## config.mk

```make
export PLATFORM = sky130hd
export DESIGN_NAME = mdio_regs_arbiter
export DESIGN_NICKNAME = d
export VERILOG_FILES = /design/src/rtl/mdio_regs_arbiter.sv
export SDC_FILE = /design/constraint.sdc
export NUM_CORES = 1
export LEC_CHECK = 0
export CAP_MARGIN = 20
export CORE_MARGIN = 3
export CORE_UTILIZATION = 60
export CTS_BUF_LIST = sky130_fd_sc_hd__clkbuf_2 sky130_fd_sc_hd__clkbuf_4 sky130_fd_sc_hd__clkbuf_8
export DETAILED_ROUTE_END_ITERATION = 12
export DONT_BUFFER_PORTS = 1
export HOLD_SLACK_MARGIN = 0.15
export PLACE_DENSITY = 0.76
export SLEW_MARGIN = 20
export SYNTH_ARGS = -nofsm -noshare
export SYNTH_HDL_FRONTEND = slang
export SYNTH_SLANG_ARGS = --single-unit
```

## constraint.sdc

```tcl
create_clock -name clk -period 4 [get_ports clk]
set_clock_uncertainty 0.2 [all_clocks]
set_input_delay 0.4 -clock clk [delete_from_list [all_inputs] [get_ports clk]]
set_output_delay 0.4 -clock clk [all_outputs]
set_load 0.005 [all_outputs]
```

## src/rtl/mdio_regs_arbiter.sv

```systemverilog
// mdio_regs_arbiter
// Two-master, one-slave Wishbone arbiter in front of the PHY management
// register block. Master 0 is the MDIO serial-frame bridge, master 1 the
// local management/debug master.
//
// Ports:
//   clk, rst                  clock, synchronous active-high reset
//   m0_* / m1_*               Wishbone master ports (cyc/stb/we/addr/data in,
//                             ack/err/data_read out)
//   s_*                       Wishbone port to the register block
//   grant                     one-hot owner (bit0 = m0, bit1 = m1), 00 idle
//   timeout_event             one-cycle pulse when the watchdog aborts
//
// Ownership is registered and held for the whole cyc, with round-robin
// selection on contention. A watchdog terminates strobes the slave never
// answers by returning err to the owner.
module mdio_regs_arbiter #(
    parameter int unsigned TIMEOUT       = 16,
    parameter int unsigned TIMEOUT_WIDTH = 5
) (
    input  logic        clk,
    input  logic        rst,

    input  logic        m0_cyc,
    input  logic        m0_stb,
    input  logic        m0_we,
    input  logic [4:0]  m0_addr,
    input  logic [15:0] m0_data_write,
    output logic        m0_ack,
    output logic        m0_err,
    output logic [15:0] m0_data_read,

    input  logic        m1_cyc,
    input  logic        m1_stb,
    input  logic        m1_we,
    input  logic [4:0]  m1_addr,
    input  logic [15:0] m1_data_write,
    output logic        m1_ack,
    output logic        m1_err,
    output logic [15:0] m1_data_read,

    output logic        s_cyc,
    output logic        s_stb,
    output logic        s_we,
    output logic [4:0]  s_addr,
    output logic [15:0] s_data_write,
    input  logic        s_ack,
    input  logic        s_err,
    input  logic [15:0] s_data_read,

    output logic [1:0]  grant,
    output logic        timeout_event
);

    // State encoding doubles as the one-hot grant vector.
    typedef enum logic [1:0] {
        IDLE = 2'b00,
        OWN0 = 2'b01,
        OWN1 = 2'b10
    } state_t;

    localparam logic [TIMEOUT_WIDTH-1:0] TIMEOUT_CNT = TIMEOUT_WIDTH'(TIMEOUT);

    state_t                   state_reg, state_next;
    logic                     last_owner_reg, last_owner_next;
    logic [TIMEOUT_WIDTH-1:0] count_reg, count_next;

    logic        owner_cyc;
    logic        owner_stb;
    logic        abort;
    logic [1:0]  ack_vec;
    logic [1:0]  err_vec;

    // ------------------------------------------------------------------
    // State register
    // ------------------------------------------------------------------
    always_ff @(posedge clk) begin
        if (rst) begin
            state_reg      <= IDLE;
            last_owner_reg <= 1'b1;   // m0 wins the first contention
            count_reg      <= '0;
        end else begin
            state_reg      <= state_next;
            last_owner_reg <= last_owner_next;
            count_reg      <= count_next;
        end
    end

    // ------------------------------------------------------------------
    // Next-state: round-robin on contention, handover without an idle
    // cycle when the other master is already waiting.
    // ------------------------------------------------------------------
    always_comb begin
        state_next      = state_reg;
        last_owner_next = last_owner_reg;
        case (state_reg)
            IDLE: begin
                if (m0_cyc && m1_cyc) begin
                    state_next = last_owner_reg ? OWN0 : OWN1;
                end else if (m0_cyc) begin
                    state_next = OWN0;
                end else if (m1_cyc) begin
                    state_next = OWN1;
                end
            end
            OWN0: begin
                if (!m0_cyc) begin
                    state_next = m1_cyc ? OWN1 : IDLE;
                end
            end
            OWN1: begin
                if (!m1_cyc) begin
                    state_next = m0_cyc ? OWN0 : IDLE;
                end
            end
            default: state_next = IDLE;
        endcase

        if (state_next == OWN0) begin
            last_owner_next = 1'b0;
        end else if (state_next == OWN1) begin
            last_owner_next = 1'b1;
        end
    end

    // ------------------------------------------------------------------
    // Request routing from the registered owner
    // ------------------------------------------------------------------
    always_comb begin
        owner_cyc    = 1'b0;
        owner_stb    = 1'b0;
        s_we         = 1'b0;
        s_addr       = '0;
        s_data_write = '0;
        case (state_reg)
            OWN0: begin
                owner_cyc    = m0_cyc;
                owner_stb    = m0_stb;
                s_we         = m0_we;
                s_addr       = m0_addr;
                s_data_write = m0_data_write;
            end
            OWN1: begin
                owner_cyc    = m1_cyc;
                owner_stb    = m1_stb;
                s_we         = m1_we;
                s_addr       = m1_addr;
                s_data_write = m1_data_write;
            end
            default: ;
        endcase
    end

    // ------------------------------------------------------------------
    // Watchdog. The count holds the number of cycles the current strobe
    // has already waited; reaching TIMEOUT makes this the abort cycle.
    // The strobe is withheld from the slave in that cycle so a late
    // slave cannot complete an access the master has already seen fail.
    // ------------------------------------------------------------------
    always_comb begin
        abort = 1'b0;
        if (TIMEOUT != 0) begin
            abort = owner_stb && (count_reg == TIMEOUT_CNT);
        end
    end

    always_comb begin
        count_next = count_reg + TIMEOUT_WIDTH'(1);
        if (TIMEOUT == 0 || abort || !owner_stb || s_ack || s_err ||
            state_next != state_reg) begin
            count_next = '0;
        end
    end

    assign s_cyc         = owner_cyc & ~abort;
    assign s_stb         = owner_stb & ~abort;
    assign timeout_event = abort;
    assign grant         = state_reg;

    // ------------------------------------------------------------------
    // Termination returns: only the owner ever sees ack/err; an abort
    // turns a coincident slave ack into err.
    // ------------------------------------------------------------------
    generate
        for (genvar gi = 0; gi < 2; gi++) begin : g_ret
            assign ack_vec[gi] = s_ack & state_reg[gi] & ~abort;
            assign err_vec[gi] = (s_err | abort) & state_reg[gi];
        end
    endgenerate

    assign m0_ack       = ack_vec[0];
    assign m1_ack       = ack_vec[1];
    assign m0_err       = err_vec[0];
    assign m1_err       = err_vec[1];
    assign m0_data_read = s_data_read;
    assign m1_data_read = s_data_read;

endmodule

```

==> key figures <==
Outcome
  • Outcome: completed

Clock network
  • CTS tree: yes
  • # Post-CTS Setup Buffers: 0
  • Clk slew on worst S/H paths: around 60 ps
  • Skew-Pair Late Insertion Delay: between 200 and 300 ps
  • Root Driver: clkbuf_4
  • Total CTS buffers: 3
  • Clock H-tree levels: 1
  • Sink Count: 8
  • Max Buffers Root-to-Sink: 2

Detailed routing
  • DRC: 0
  • Drt wl/cell: between 20 and 25 µm
  • Drt first-iter violations: 28
  • Via count: 1029
  • Detail Route met2 WL: approximately 1600 µm
  • Post-route ant nets: 0
  • Highest metal used: met4
  • Drt total wl: between 3000 and 4000 µm
  • Met3 WL post-DR: 310 µm
  • Vias per cell: 6.95
  • First-pass iteration count of the detailed router: 4
  • M1 wire length: about 1000 µm

Synth
  • #FFs+latches synth: 8
  • Synth top area cells: buf_4 21%, a22oi_1 14%, dfxtp_1 13%, nor2b_1 12%, ha_1 7.3%
  • Synth cell types: 36
  • Mapped Avg Cell Area: between 7 and 8 µm²
  • Area share of the largest cell type after synthesis: 0.205
  • Synth warn: 0
  • Post-Syn Nets: 234
  • Register area share after synthesis: 0.133
  • Cell Area, Synth: about 0.0012 mm²
  • Cell taking the most area after synthesis: buf_4
  • Synth Instances: between 150 and 200

Min path
  • Min-Delay Path Class: input pin to flip-flop

Placed design
  • Detail Placement HPWL: 2380 µm
  • IO Port Bufs: 0
  • Routability Congestion: a little over 0.9

STA
  • Minimum clock period: 3000 ps
  • Slew headroom: 0.447
  • Count of final setup violators: 0
  • Setup TNS: 0 ps
  • Max-slew violation count: 0
  • Slew at the pin closest to its max-slew limit: a little over 800 ps
  • Final period utilization: 0.749
  • RSZ-0062 raised after global routing: no
  • Final count of hold timing violations: 0
  • FMAX: about 0.33 GHz

Power and ir drop
  • Clock network fraction of design power: 0.147
  • Internal power: about 0.25 mW
  • Worst-case vdd ir drop: 0.336 mV
  • NetSw: approximately 0.20 mW
  • Pwr per Cell Area: roughly 450 mW/mm²
  • Leak Pwr: 0.324 nW
  • Seq pwr share: 0.230
  • Sw frac: 0.443
  • Logic pwr share: 0.623

Floorplanning
  • CORE AREA: about 0.0018 mm²
  • Num ports: around 130
  • Initial Util: 0.669
  • Die width: 50.8 µm
  • Std cell rows: 15
  • Die height: 50.8 µm
  • Die area: around 0.0026 mm²

Setup path
  • Startpoint types: flip-flop
  • Critical setup path kind: flip-flop to primary output
  • Crit. End Element: primary output
  • CP Data Required Time: roughly 3400 ps
  • Arrival time worst endpoint: 2400 ps
  • R2r setup slk: ~1000 ps
  • Crit-path max FO: 26

Finish
  • Fill cells: 183
  • Nets: 200
  • Post-route core utilization: 0.554
  • Most frequent cells in the layout: 23 x a22oi_1, 23 x nor2b_1, 8 x inv_1, 8 x dfxtp_1, 7 x ha_1
  • Antenna cells: 0
  • Fraction of layout cells with a size suffix above 1: 0.0813
  • Max reg flops: 5
  • Area growth, synth to finish: -17.2%

Job
  • Max Cap Viol: 0

Global route
  • First-pass GRT wire length: approximately 4300 µm
  • Initial antenna violation count: 0
  • Vias in the first global route: between 900 and 1000
  • GRT overflow: 0
  • Largest net degree at the start of global routing: 27
  • Total GRT Usage: 0.218
[final cells by class]
class,instances,area [µm²],area share
timing repair buffer,2,17.5,0.0175
tap,25,31.3,0.0313
sequential,8,160,0.160
clock buffer,3,22.5,0.0226
multi-input combinational,102,737,0.738
inverter,8,30.0,0.0301
[metrics by stage]
stage	cells	total power, mW	hold WS, ps	cell area, µm²	worst slack (ps)
3_3_place_gp	144	0.370	273	966	1130
5_1_grt	148	0.486	249	998	830
3_5_place_dp	144	0.379	276	966	1020
6_report	148	0.446	237	998	1000
4_1_cts	148	0.446	243	998	1020
2_1_floorplan	159	0.363	250	1210	1660
[metal layers]
metal  vias to the layer above  track usage
met2                        75        0.387
li1                        464            -
met3                        22       0.0729
met5                         -            0
met4                         0       0.0987
met1                       468        0.230
[Yosys cell counts, drive strengths merged]
master	n
a2111oi	2
mux2	1
and3	1
inv	8
mux2i	1
nor2	6
or2	2
nor3	1
o31a	1
nand3b	1
nand2	3
nor2b	23
clkbuf	5
and2	1
nor4bb	1
a22o	1
a22oi	23
a2bb2oi	1
or2b	2
xnor2	1
dfxtp	8
nor3b	3
a311oi	1
a21oi	2
or3	1
xor2	2
o21ai	3
nand3	3
buf	36
ha	7
nor4	5
a31o	1
o311ai	1
o32ai	1
[power by group through the flow]
stage	combinational [mW]	clock, mW	sequential, mW
3_5_place_dp	0.275	0	0.104
6_report	0.278	0.0656	0.103
2_1_floorplan	0.262	0	0.101
4_1_cts	0.278	0.0662	0.102
5_1_grt	0.312	0.0703	0.104
3_3_place_gp	0.266	0	0.104
[cells by family after synthesis]
| logic type | share of synthesized area |
|---|---|
| buffers and inverters | 0.256 |
| multiplexers | 0.0207 |
| AND/OR/NAND/NOR | 0.266 |
| AO/OA/AOI/OAI | 0.230 |
| XOR/XNOR | 0.0218 |
| flip-flops | 0.133 |
| adder cells (fa/ha/maj) | 0.0726 |
[worst max-delay path, stage by stage, from the launching register on]
cell and delay (ps):
dfxtp_1 390, inv_1 180, ha_1 730, a22o_1 250
and3_1 320, nor2_1 100, nor2_1 140
[worst paths after layout]
kind,start,to,cells after the start
worst min-delay path,m1_cyc,grant[1]$_SDFF_PP0_,2
worst max-delay path,grant[1]$_SDFF_PP0_,m1_err,6
worst min register to register,count_reg[0]$_SDFF_PP0_,count_reg[0]$_SDFF_PP0_,1
worst max register to register,grant[1]$_SDFF_PP0_,last_owner_reg$_SDFFE_PP1P_,8
[what timing repair did]
item,CTS,global route
hold buffers,1,0
resized for setup,0,0
endpoints found under the hold margin,3,0
endpoints found under the setup margin,0,0
Note: power is estimated with default switching activity, not from simulation.
